[src/rtl/toggle_event_decoder.sv]
// Purpose : turn level changes on a toggle line from another clock domain into
//           single-cycle event pulses and a drainable, saturating event queue.
// Latency : a tog_in change sampled on edge k pulses evt_pulse after edge k+SYNC_STAGES.
// Backpr. : events queue in 'pending' until ev_ready drains them. At saturation,
//           new events are counted in 'total' and flagged in 'ovf'; they are not queued.
//
// Ports:
//   clk, rst      single rising-edge clock; asynchronous active-high reset
//   tog_in        asynchronous toggle level from the remote encoder
//   ev_ready      consumer takes one pending event when ev_valid is high
//   clr_ovf       synchronous clear of the sticky overflow flag
//   evt_pulse     one-cycle pulse per detected tog_in transition
//   ev_valid      registered (pending != 0); no combinational path from ev_ready
//   pending       queued, unconsumed events (saturates at 2^CNT_W-1)
//   total         events detected since reset, wrapping modulo 2^TOT_W
//   ovf           sticky: an event arrived while pending was saturated
//   armed         decoder has captured a reference level and is tracking edges
//
// Reset is asserted asynchronously. Deassertion is expected to be aligned to
// clk by the surrounding reset logic. SYNC_STAGES must be in the range 2..4.

module toggle_event_decoder #(
  parameter int SYNC_STAGES = 2,
  parameter int CNT_W       = 4,
  parameter int TOT_W       = 16
) (
  input  logic             clk,
  input  logic             rst,
  input  logic             tog_in,
  input  logic             ev_ready,
  input  logic             clr_ovf,
  output logic             evt_pulse,
  output logic             ev_valid,
  output logic [CNT_W-1:0] pending,
  output logic [TOT_W-1:0] total,
  output logic             ovf,
  output logic             armed
);

  // The arm counter must be able to hold SYNC_STAGES+1.
  localparam int                ARM_W    = $clog2(SYNC_STAGES + 2);
  localparam logic [ARM_W-1:0]  ARM_LAST = ARM_W'(SYNC_STAGES);
  localparam logic [CNT_W-1:0]  CNT_MAX  = '1;

  logic [SYNC_STAGES-1:0] sync_q;
  logic                   sync_out;
  logic                   ref_lvl;
  logic [ARM_W-1:0]       arm_cnt;

  logic                   det;
  logic                   inc;
  logic                   dec;
  logic [CNT_W-1:0]       pending_nxt;
  logic                   ovf_set;
  logic                   ovf_nxt;

  // ---------------------------------------------------------------------------
  // Synchroniser: s[0] samples tog_in, and each later stage copies the previous one.
  // ---------------------------------------------------------------------------
  always_ff @(posedge clk or posedge rst) begin
    if (rst) begin
      sync_q <= '0;
    end else begin
      sync_q <= {sync_q[SYNC_STAGES-2:0], tog_in};
    end
  end

  assign sync_out = sync_q[SYNC_STAGES-1];

  // ---------------------------------------------------------------------------
  // Arming. After reset, the synchroniser needs SYNC_STAGES edges to fill with
  // real tog_in samples. The reference level keeps tracking sync_out until then.
  // As a result, a nonzero tog_in level present at reset release becomes the
  // baseline and is never reported as an event. Arming occurs on the edge where
  // the counter would reach SYNC_STAGES+1.
  // ---------------------------------------------------------------------------
  always_ff @(posedge clk or posedge rst) begin
    if (rst) begin
      ref_lvl <= 1'b0;
      arm_cnt <= '0;
      armed   <= 1'b0;
    end else begin
      ref_lvl <= sync_out;
      if (!armed) begin
        arm_cnt <= arm_cnt + ARM_W'(1);
        if (arm_cnt == ARM_LAST) begin
          armed <= 1'b1;
        end
      end
    end
  end

  // ---------------------------------------------------------------------------
  // Transition detect and queue control
  // ---------------------------------------------------------------------------
  assign det = sync_out ^ ref_lvl;
  assign inc = det & armed;
  // ev_valid is registered, so the dequeue term never depends combinationally
  // on pending, and ev_ready while empty cannot underflow.
  assign dec = ev_valid & ev_ready;

  always_comb begin
    pending_nxt = pending;
    ovf_set     = 1'b0;
    unique case ({inc, dec})
      2'b10: begin
        if (pending == CNT_MAX) begin
          ovf_set = 1'b1;
        end else begin
          pending_nxt = pending + CNT_W'(1);
        end
      end
      2'b01: pending_nxt = pending - CNT_W'(1);
      // A simultaneous enqueue and dequeue is a net no-op. When saturated,
      // the arriving event takes the freed slot, so no overflow occurs.
      default: pending_nxt = pending;
    endcase
  end

  // A new overflow takes priority over clr_ovf on the same edge.
  assign ovf_nxt = ovf_set | (ovf & ~clr_ovf);

  always_ff @(posedge clk or posedge rst) begin
    if (rst) begin
      evt_pulse <= 1'b0;
      pending   <= '0;
      ev_valid  <= 1'b0;
      total     <= '0;
      ovf       <= 1'b0;
    end else begin
      evt_pulse <= inc;
      pending   <= pending_nxt;
      ev_valid  <= (pending_nxt != '0);
      total     <= total + TOT_W'(inc);
      ovf       <= ovf_nxt;
    end
  end

endmodule

[config.mk]
export PLATFORM = sky130hd
export DESIGN_NAME = toggle_event_decoder
export DESIGN_NICKNAME = d
export VERILOG_FILES = /design/src/rtl/toggle_event_decoder.sv
export SDC_FILE = /design/constraint.sdc
export NUM_CORES = 1
export LEC_CHECK = 0
export CELL_PAD_IN_SITES_DETAIL_PLACEMENT = 0
export CELL_PAD_IN_SITES_GLOBAL_PLACEMENT = 1
export CORE_ASPECT_RATIO = 0.7
export CORE_MARGIN = 5
export CORE_UTILIZATION = 38
export DETAILED_ROUTE_END_ITERATION = 12
export PLACE_DENSITY_LB_ADDON = 0.1
export SETUP_SLACK_MARGIN = 0.05
export SYNTH_ARGS = -nofsm -noshare
export SYNTH_HDL_FRONTEND = slang
export SYNTH_SLANG_ARGS = --single-unit
[constraint.sdc]
create_clock -name clk -period 2.3 [get_ports clk]
set_input_delay 0.46 -clock clk [delete_from_list [all_inputs] [get_ports clk]]
set_output_delay 0.46 -clock clk [all_outputs]
set_load 0.01 [all_outputs]
After elaboration in Yosys (flattened, before gate mapping) --
Cells that the tools add are included.
Storage, ports and cells: ROM bits 0, latch bits 0, register bits 29, memory bits (writable) 0, word-level logic and storage cells 30, input bits 5, output and inout bits 24, memories kept 0
Cells by class: mux-type cells 6, order comparisons 0, shifts and indexed selects 0, $mul 0, eq/ne operators 4, divide/modulo/power cells 0, bitwise gates (word level) 6, add/subtract/negate cells 4, reduce and logical (&&, ||, !) cells 1
Operators with widths (number):
- 16-bit by 1-bit adder with 16-bit output | 1
- 4-bit one-hot mux with 2 select lines | 1
- 4-bit by 1-bit adder with 4-bit output (second input constant) | 1
- 2-bit == test (second input constant) | 2
- 4-bit == test (second input constant) | 1
- 1-bit 2-to-1 mux | 4
- 4-bit 2-to-1 mux | 1
- 4-bit nonzero test | 1
- 4-bit by 1-bit subtractor with 4-bit output (second input constant) | 1
- 1-bit bitwise AND | 3
- 2-bit by 1-bit adder with 2-bit output (second input constant) | 1
- 2-bit by 1-bit == test with 1-bit output (second input constant) | 1
- 1-bit NOT | 1
- 1-bit bitwise OR | 1
- 1-bit bitwise XOR | 1

Longest topological paths before layout --
depth in word-level cells 5, mapped depth 8, mapped depth without buffers 8

Worst setup path before layout --
Ideal clock, no wire load.
path kind flip-flop to flip-flop, from register ref_lvl, to register ev_valid, setup time 138 ps, stages on the path, launching flop included 8, data required time 2162 ps, data arrival time 1948 ps, period minus slack after synthesis 2086 ps, path slack 214 ps, buffers on the path 1, cells stage by stage dfrtp_1 -> xor2_1 -> and2_1 -> ha_1 -> buf_2 -> nor4b_2 -> o32ai_1 -> or4_1
On the way: longest elaborated chain between the ends 5, elaborated cells between the ends (all ways) 6, those cells by class eq/ne: 2; mux: 1; bitwise: 2; reduce/logical: 1
Ends and longest elaborated chain:
- start: declaration | RTL line 47 | logic ref_lvl;
- start signal: assignment | RTL line 83 | ref_lvl <= sync_out;
- 1-bit bitwise XOR (*) | RTL line 96 | assign det = sync_out ^ ref_lvl;
- 1-bit bitwise AND (*) | RTL line 97 | assign inc = det & armed;
- named net inc | RTL line 51 | logic inc;
- 2-bit by 1-bit == test with 1-bit output or 2-bit == test (tied branches) | RTL line 105 | unique case ({inc, dec})
- 4-bit one-hot mux with 2 select lines (*) | RTL line 105
- named net pending_nxt[3] | RTL line 53 | logic [CNT_W-1:0] pending_nxt;
- 4-bit nonzero test (*) | RTL line 133 | ev_valid <= (pending_nxt != '0);
- end signal: assignment | RTL line 133
- end: declaration | RTL line 33 | output logic ev_valid,
The timed path passes the listed nets; every way through them passes the cells marked *. A chain may end at the register's enable or synchronous reset.

Worst setup path in the final report --
from input ev_ready, to register ev_valid
On the way: longest elaborated chain between the ends 4, elaborated cells between the ends (all ways) 5, those cells by class eq/ne: 2; mux: 1; bitwise: 1; reduce/logical: 1
Ends and longest elaborated chain:
- start: declaration | RTL line 30 | input logic ev_ready,
- 1-bit bitwise AND (*) | RTL line 100 | assign dec = ev_valid & ev_ready;
- 2-bit by 1-bit == test with 1-bit output or 2-bit == test (tied branches) | RTL line 105
- 4-bit one-hot mux with 2 select lines (*) | RTL line 105
- named net pending_nxt[3] | RTL line 53
- 4-bit nonzero test (*) | RTL line 133
Marks and branches as above.

==> metrics.txt <==
pin count of the biggest net entering global routing 30; relative contribution of the clock network to total power 21.8%; GP Congestion 0.851; final net count 172; min-delay worst type register to register; input/output buffers 28; level count of the clock H-tree 2; fmax 457 MHz; setup slack after placement -0.229 ns; Final Hold Vio Count 0; num rows 18; Setup Skew 0.00592 ns; area inside the core boundary 0.00345 mm²; post-DR wirelength/cell 12.3 µm; half-perimeter wire length after detailed placement 1.92 mm; I/O pin total 29; TritonCTS clock tree yes; sequential cell fraction of total power 42.3%; most frequent standard cell in the layout excluding fill and tap cells sky130_fd_sc_hd__dfrtp_1; layout overhead on the synthesized area 37.3%; clock input transition at the sequential cells of the worst setup and hold paths 0.06 ns; total global routing overflow 0; Total Routing Usage GR 12.6%; net count of the mapped netlist 129; internal power 1.18 mW; Crit path arrival time 2.32 ns; count of state elements after synthesis 29; setup repair after global routing missed its margin true; net switching power 0.574 mW; number of sinks on the clock net 29; net switching share of the total power 32.7%; number of remaining DRC errors 0; Worst Path Max Fanout 10; Maximum Capacitance Violations 0; Synth Instances 117; effective utilization at floorplan 38.5%; Post-DRT Antenna Nets 0; Worst Path Class, Setup primary input to register; vias per cell 4.57; die boundary width 80.6 µm; largest delay contributor family on the critical path simple AND/OR/NAND/NOR gates; number of antenna violations at the first check in global routing 0; PwrDens 964 mW/mm²; Yosys warning count 0; Max clock buf depth 2; CP Cell Sequence clkdlybuf4s50_1 > and2_1 > inv_1 > ha_2 > nor4b_2 > o32ai_1 > or4_1; endpoint type of the worst setup path register; Pre-Repair DR Iteration Count 5; fraction of layout instances using a drive strength above 1 15.5%; total setup buffers inserted after CTS 0; minimum setup slack in the final design 0.114 ns; TritonCTS buffer count 5; sequential area share after synthesis 54.8%; outcome finished clean; worst-path cell with the longest stage delay sky130_fd_sc_hd__or4_1; sum of routed wire length over all layers 2.59 mm; post-route fraction of the period consumed by the critical path 95.1%; summed instance area of the synthesized netlist 0.00133 mm²; minimum clock period 2.19 ns; later-pin clock latency in the skew report 0.27 ns; slew of the pin with the lowest slew margin 0.445 ns; DRC marker count from the first detailed-route iteration 53; category of the worst setup path launch point primary input; first-pass GRT wire length 4.48 mm; count of buffering cells on the critical path with inverters included 2; Relative slew margins 70.1%; required time reported for the critical path endpoint 2.43 ns; via count 965; root buffer selected by CTS sky130_fd_sc_hd__clkbuf_8; Gates resized, CTS repair 0; vertical die dimension 59.4 µm; most frequent cells in the layout sky130_fd_sc_hd__dfrtp_1, sky130_fd_sc_hd__clkdlybuf4s50_1, sky130_fd_sc_hd__xnor2_1, sky130_fd_sc_hd__buf_4; utilization of the core after routing 52.8%; max-slew violation count 0; number of global-route vias before repair 961; post-cts hold buffer count 0; share of power burned in combinational logic 36.0%; Netlist cell types 32; per-instance average area after synthesis 11.3 µm²; fill cell count 314; final setup fails 0; Die Footprint 0.00479 mm²; Lkg Pwr 0.823 nW; Max stage delay on crit path 0.48 ns; antenna diode count 0; VDD IR-drop max 0.701 mV
## worst reg2reg max path, stage by stage, from the launching register on
cell	delay [ns]
sky130_fd_sc_hd__dfrtp_1	0.39
sky130_fd_sc_hd__xor2_1	0.14
sky130_fd_sc_hd__and2_2	0.23
sky130_fd_sc_hd__ha_2	0.36
sky130_fd_sc_hd__nor4b_2	0.29
sky130_fd_sc_hd__o32ai_1	0.14
sky130_fd_sc_hd__or4_1	0.48
## area by class of cell
class	count	area [µm²]	share of cell area (%)
Multi-Input combinational cell	77	559	30.7
Clock inverter	2	10.0	0.550
Tap cell	50	62.6	3.44
Timing Repair Buffer	38	355	19.5
Sequential cell	29	726	39.9
Inverter	9	33.8	1.86
Clock buffer	6	72.6	3.99
## flip-flops by register name, indices dropped and copies added (netlist names)
signal     cells
total         16
pending        4
arm_cnt        2
sync_q         2
armed          1
ev_valid       1
evt_pulse      1
ovf            1
ref_lvl        1
## logic make-up after synthesis
family	synth area share, %
AOI/OAI and AO/OA	5.95
xor gates and xnor gates	10.6
DFF	54.8
and+or+nand+nor	16.8
adders and majority gates	6.61
muxes	1.51
buffers and inverters	3.78
## worst paths after layout
kind / start / endpoint / slack, ns / depth (start not counted)
worst max-delay path: ev_ready / ev_valid / 0.11 / 7
worst min-delay path: sync_q[0] / sync_q[1] / 0.35 / 0
worst max register to register: sync_q[1] / ev_valid / 0.13 / 6
worst min register to register: sync_q[0] / sync_q[1] / 0.35 / 0
max in group asynchronous: rst / total[5] / 1.48 / 3
min in group asynchronous: rst / total[11] / 0.55 / 3
## power groups by stage
stage,Clock (mW),Sequential (mW),Combinational [mW]
after floorplan,0,0.759,0.283
after global placement,0,0.747,0.626
after global routing,0.426,0.761,0.697
after CTS,0.399,0.740,0.631
after detailed placement,0,0.745,0.629
final,0.382,0.742,0.631
## cell usage after synthesis (all sizes together)
library cell	number	share of area (%)
o21ai	5	1.9
a21oi	1	0.38
and2	2	0.94
nor2	7	2.0
a31oi	1	0.47
nor4	2	1.4
mux2i	2	1.5
xnor2	10	6.6
nor4b	1	1.1
a21o	1	0.57
ha	7	6.6
or4	1	0.57
or3	1	0.47
nor2b	2	0.94
and4	1	0.85
nor3	2	0.76
o31ai	1	0.57
inv	9	2.5
nand3	9	3.8
buf	2	1.2
xor2	6	4.0
o32ai	1	0.66
or2	1	0.47
and3	2	0.94
nand2	9	2.5
dfrtp	29	55
o21ba	1	0.76
o221ai	1	0.66
## stage by stage
step	power (mW)	cell area (µm²)	hold WS (ns)	cells	setup TNS, ns
floorplan	1.04	1330	0.331	117	0
global placement	1.37	1730	0.336	203	-0.157
detailed placement	1.37	1730	0.345	203	-0.229
CTS	1.77	1810	0.352	211	0
global route	1.88	1820	0.371	211	0
finish	1.75	1820	0.347	211	0
## routing by layer
metal	part of all wire, %	wire (µm)	GRT usage [%]	vias to the layer above
met1	55	1420	18.6	462
met4	0	0	4.10	0
li1	-	-	-	477
met2	40	1030	16.3	26
met5	0	0	0	-
met3	5.4	139	5.17	0
No activity file was read; power rests on OpenSTA's default activity.
